$ cat src/rtl/seq_gen_pkg.sv
// seq_gen_pkg: shared state type and default widths for seq_gen (GAP state exists only with SEQ_GEN_GAP_EN).
package seq_gen_pkg;
  localparam int DEF_PAT_W = 16;
  localparam int DEF_LEN_W = $clog2(DEF_PAT_W) + 1;
  localparam int DEF_REP_W = 4;
`ifdef SEQ_GEN_GAP_EN
  typedef enum logic [1:0] {IDLE, SHIFT, GAP} state_t;
`else
  typedef enum logic {IDLE, SHIFT} state_t;
`endif
endpackage

$ cat src/rtl/seq_shreg.sv
// seq_shreg: MSB-aligned pattern register that shifts left and presents its MSB as the serial bit.
module seq_shreg #(
  parameter int W = 16
) (
  input  logic         clk,
  input  logic         reset,
  input  logic         load,
  input  logic         shift,
  input  logic         reload,
  input  logic         clear,
  input  logic [W-1:0] d,
  output logic         msb
);
  logic [W-1:0] base_q, sh_q;
  assign msb = sh_q[W-1];
  always_ff @(posedge clk) begin
    if (reset) begin
      base_q <= '0;
      sh_q   <= '0;
    end else begin
      if (load) base_q <= d;
      sh_q <= load ? d : reload ? base_q : clear ? '0 : shift ? sh_q << 1 : sh_q;
    end
  end
endmodule

$ cat src/rtl/seq_gen.sv
// seq_gen: serial MSB-first pattern generator with repeat count; SEQ_GEN_GAP_EN inserts one idle bit between passes.
module seq_gen
  import seq_gen_pkg::*;
#(
  parameter int PAT_W = DEF_PAT_W,
  parameter int LEN_W = $clog2(PAT_W) + 1,
  parameter int REP_W = DEF_REP_W
) (
  input  logic             clk,
  input  logic             reset,
  input  logic             load_valid,
  output logic             load_ready,
  input  logic [PAT_W-1:0] pat,
  input  logic [LEN_W-1:0] len,
  input  logic [REP_W-1:0] reps,
  input  logic             abort,
  output logic             a,
  output logic             a_valid,
  output logic             busy,
  output logic             done
);
  state_t state_q, state_d;
  logic [LEN_W-1:0] bit_q, bit_d, len_q, len_c;
  logic [REP_W-1:0] pass_q, pass_d, reps_q;
  logic [PAT_W-1:0] aligned;
  logic accept, done_d, sh_load, sh_shift, sh_reload, sh_clear;
  assign len_c   = len > LEN_W'(PAT_W) ? LEN_W'(PAT_W) : len;
  assign accept  = load_valid && load_ready;
  // Left-align so bit len-1 sits in the MSB; bits above len-1 fall off.
  assign aligned = pat << (LEN_W'(PAT_W) - len_c);
  always_comb begin
    state_d   = state_q;
    bit_d     = bit_q;
    pass_d    = pass_q;
    done_d    = 1'b0;
    sh_load   = 1'b0;
    sh_shift  = 1'b0;
    sh_reload = 1'b0;
    sh_clear  = 1'b0;
    if (state_q == IDLE) begin
      if (accept) begin
        done_d  = len_c == '0;
        state_d = len_c == '0 ? IDLE : SHIFT;
        bit_d   = len_c - LEN_W'(1);
        pass_d  = '0;
        sh_load = 1'b1;
      end
    end else if (abort) begin
      state_d  = IDLE;
      sh_clear = 1'b1;
    end else if (state_q == SHIFT) begin
      if (bit_q != '0) begin
        bit_d    = bit_q - LEN_W'(1);
        sh_shift = 1'b1;
      end else if (pass_q == reps_q) begin
        state_d  = IDLE;
        done_d   = 1'b1;
        sh_clear = 1'b1;
      end else begin
        pass_d = pass_q + REP_W'(1);
        bit_d  = len_q - LEN_W'(1);
`ifdef SEQ_GEN_GAP_EN
        state_d  = GAP;
        sh_clear = 1'b1;
`else
        sh_reload = 1'b1;
`endif
      end
    end
`ifdef SEQ_GEN_GAP_EN
    else begin
      state_d   = SHIFT;
      sh_reload = 1'b1;
    end
`endif
  end
  always_ff @(posedge clk) begin
    if (reset) begin
      state_q    <= IDLE;
      bit_q      <= '0;
      pass_q     <= '0;
      len_q      <= '0;
      reps_q     <= '0;
      load_ready <= 1'b1;
      a_valid    <= 1'b0;
      busy       <= 1'b0;
      done       <= 1'b0;
    end else begin
      state_q <= state_d;
      bit_q   <= bit_d;
      pass_q  <= pass_d;
      if (accept) begin
        len_q  <= len_c;
        reps_q <= reps;
      end
      load_ready <= state_d == IDLE;
      a_valid    <= state_d == SHIFT;
      busy       <= state_d != IDLE;
      done       <= done_d;
    end
  end
  seq_shreg #(.W(PAT_W)) u_shreg (
    .clk    (clk),
    .reset  (reset),
    .load   (sh_load),
    .shift  (sh_shift),
    .reload (sh_reload),
    .clear  (sh_clear),
    .d      (aligned),
    .msb    (a)
  );
endmodule

$ cat config.mk
export PLATFORM = sky130hd
export DESIGN_NAME = seq_gen
export DESIGN_NICKNAME = d
export VERILOG_FILES = /design/src/rtl/seq_gen_pkg.sv /design/src/rtl/seq_shreg.sv /design/src/rtl/seq_gen.sv
export SDC_FILE = /design/constraint.sdc
export NUM_CORES = 1
export LEC_CHECK = 0
export BUFFER_PORTS_ARGS = -buffer_cell sky130_fd_sc_hd__buf_2
export CAP_MARGIN = 10
export CORE_MARGIN = 2
export CORE_UTILIZATION = 40
export CTS_CLUSTER_DIAMETER = 120
export DETAILED_ROUTE_END_ITERATION = 10
export GPL_TIMING_DRIVEN = 0
export PLACE_DENSITY_LB_ADDON = 0.25
export REMOVE_ABC_BUFFERS = 1
export SYNTH_ARGS = -nofsm -noshare
export SYNTH_HDL_FRONTEND = slang
export SYNTH_SLANG_ARGS = --single-unit
$ cat constraint.sdc
create_clock -name clk -period 7.21 [get_ports clk]
set_input_delay 2.163 -clock clk [delete_from_list [all_inputs] [get_ports clk]]
set_output_delay 2.163 -clock clk [all_outputs]
set_load 0.005 [all_outputs]
==> summary.md <==
| Metric | Value |
|---|---|
| Startpoint types | `input pin` |
| Chip height | `91.78 µm` |
| Top cells by area, synth | `dfxtp_1 34%, mux4_2 7.3%, nand2_1 7.1%, a21oi_1 5.2%, nor2_1 4.9%` |
| Site Rows | `32` |
| Ant. Diodes | `0` |
| Synth-to-Final Area Change | `7.592%` |
| Area of the multi-input gates | `1846 µm²` |
| HPWL after detailed placement | `5.093 mm` |
| Worst EP arrival | `5340 ps` |
| DRT iter0 DRCs | `around 210` |
| RSZ-0062 raised after global routing | `no` |
| DRC | `0` |
| Die ar. | `8423 µm²` |
| Total GRT Usage | `17.53%` |
| Latest clock arrival within the worst-skew pair | `310 ps` |
| Sequential fraction of the synthesis area | `34.43%` |
| Die W | `91.78 µm` |
| Distinct cells, synth | `64` |
| Initial Util | `40.51%` |
| CTS max path bufs | `2` |
| First-pass GRT wire length | `12.06 mm` |
| FF/Latch Area | `1061 µm²` |
| Setup repair bufs after CTS | `0` |
| Vias in the first global route | `2,509` |
| Setup CP Type | `input pin to flip-flop` |
| Via Count | `approximately 2,700` |
| Largest net degree at the start of global routing | `55` |
| Initial antenna violation count | `0` |
| Crit. End Element | `flip-flop` |
| Clock sink count | `53` |
| Fin util | `around 44%` |
| Number of flops mapped to enable cells by yosys | `0` |
| Min-delay worst type | `flip-flop to flip-flop` |
| Vias per cell | `5.616` |
| Pwr dens | `204.1 nW/µm²` |
| Synth async-reset ratio | `0%` |
| Max transition margin | `between 20% and 30%` |
| Final net count | `approximately 410` |
| Post-cts sizing count | `0` |
| Clk pin slew, worst setup/hold paths | `100 ps` |
| Fillers | `797` |
| Slew at the pin closest to its max-slew limit | `between 1000 and 1500 ps` |
| Synth top area share | `34.43%` |
| Slew Viols, Final | `0` |
| Gr ovfl total | `0` |
| Placeable Area | `7607 µm²` |
| Setup Total Neg Slack | `0 ps` |
| Top_reg_cell synth | `dfxtp_1` |
| # setup viols final | `0` |
| Fmax | `between 150 and 200 MHz` |
| Skew final | `8.318 ps` |
| Cts hold-fix bufs | `0` |
| Htree depth | `2` |
| Status | `finished clean` |
| Cell count after synthesis | `roughly 360` |
| Ys Warns | `0` |
| Max_cap viols | `0` |
| CTS tree | `done` |
| Crit share post-route | `70.48%` |
| Wirelength, routed | `about 7.2 mm` |
| Syn Std Cell Area | `a little over 3000 µm²` |
| Post-route ant nets | `0` |
| WHS Path Cells | `2` |
| Io pins | `34` |
| Share of cells above drive strength 1 | `between 10% and 20%` |
| CTS buffer count | `5` |
| Hold Vio Cnt, Final | `0` |
| Yosys reg bits | `53` |
| Synth area leader | `dfxtp_1` |
| Avg WL per Cell | `15.01 µm` |
| Crit path max fanout | `21` |
| Final min period | `5082 ps` |
| Placer Congestion | `0.8170` |
| Input/output buffers | `33` |
| First drt pass iteration count | `6` |
| Synthesized area per cell | `8.513 µm²` |
| P_leak | `1.275 nW` |
| Root buf cell | `clkbuf_8` |
| Worst reg2reg path depth | `5` |
| VDD IR-drop max | `0.08167 mV` |
| Req. time, crit path | `7470 ps` |
-- critical path, stage by stage --
cell	delay (ps)
buf_2	150
nor2b_2	620
inv_4	190
ha_1	310
xnor2_2	820
mux4_2	650
nor3_2	170
a21o_1	150
or2_1	110
-- metal layers --
metal	part of all wire, %	track usage [%]
met3	4.0	2.629
met1	48	25.00
met4	1.3	4.229
met5	0	0
met2	46	28.00
-- worst paths after layout --
| path | start | to | slack [ps] |
|---|---|---|---|
| max | len[4] | u_shreg.sh_q[15]$_SDFFE_PP0P_ | 2130 |
| min | u_shreg.base_q[7]$_SDFFE_PP0P_ | u_shreg.base_q[7]$_SDFFE_PP0P_ | 460 |
| max reg2reg | state_q$_SDFF_PP0_ | u_shreg.sh_q[14]$_SDFFE_PP0P_ | 4700 |
| min reg2reg | u_shreg.base_q[7]$_SDFFE_PP0P_ | u_shreg.base_q[7]$_SDFFE_PP0P_ | 460 |
-- through the flow --
| stage | hold slack, ps | std cells | total power, mW | setup WS [ps] | cell area (µm²) |
|---|---|---|---|---|---|
| floorplan | 425.9 | 334 | 0.4594 | 2094 | 2928 |
| global placement | 436.1 | 469 | 0.5108 | 1273 | 3221 |
| detailed placement | 440.6 | 469 | 0.5134 | 1822 | 3228 |
| CTS | 463.6 | 477 | 0.6803 | 2141 | 3316 |
| global route | 480.1 | 477 | 0.7178 | 1915 | 3316 |
| finish | 461.4 | 477 | 0.6767 | 2128 | 3316 |
-- sequential cells by signal, summed over array words and instances (netlist names) --
signal / flops
u_shreg.base_q: 16
u_shreg.sh_q: 16
bit_q: 5
len_q: 5
pass_q: 4
reps_q: 4
done: 1
load_ready: 1
state_q: 1
-- final cells by class --
| cell class | count | share of cell area (%) |
|---|---|---|
| inverters | 7 | 0.8679 |
| flip-flops and latches | 53 | 32.00 |
| multi-input cells | 274 | 55.66 |
| well taps | 102 | 3.849 |
| clock inverters | 2 | 0.4528 |
| clock buffers | 6 | 2.189 |
| repair buffers | 33 | 4.981 |
-- cell families (layout without fill, tap and decap cells) --
family | count (synthesis) | in the layout | share of synthesized area (%)
simple gates | 153 | 153 | 24.24
compound gates | 81 | 81 | 18.43
flops | 53 | 53 | 34.43
buf+inv | 35 | 48 | 5.928
mux | 25 | 25 | 12.22
xor+xnor | 11 | 11 | 3.126
fa+ha+maj | 4 | 4 | 1.624
-- layout by cell type (no fill, tap or decap), types with 2 or more instances in the layout --
master	count
nand2_1	58
dfxtp_1	53
nor2_1	40
buf_2	33
a21oi_1	32
mux2i_1	14
nor3_1	10
mux4_2	10
a221oi_1	8
nand3_1	7
xnor2_1	6
a222oi_1	6
inv_1	5
nand4_1	5
a211oi_1	5
clkbuf_8	5
a31oi_1	4
nand2b_1	4
xor2_1	4
and3_1	4
a21o_1	4
ha_1	4
and2_1	3
a22oi_1	3
or2_1	3
o21ai_1	2
a41oi_1	2
nor2b_1	2
o21a_1	2
nand2b_4	2
o21ai_0	2
or3_1	2
clkinvlp_4	2
-- power breakdown --
part | switching (mW) | internal [mW] | total [mW]
clock network | 0.101 | 0.0687 | 0.170
registers | 0.0171 | 0.314 | 0.331
logic | 0.102 | 0.0743 | 0.176
total | 0.220 | 0.457 | 0.677
-- synthesized netlist by cell type, types with 5 or more instances --
master	n
mux4_2	10
dfxtp_1	53
a222oi_1	6
mux2i_1	14
inv_1	5
xnor2_1	7
nand3_1	7
clkbuf_1	11
nand2_1	58
nand4_1	5
a21oi_1	32
nor3_1	10
buf_2	7
a221oi_1	8
nor2_1	40
a211oi_1	5
Power figures use the tool's default switching activity.
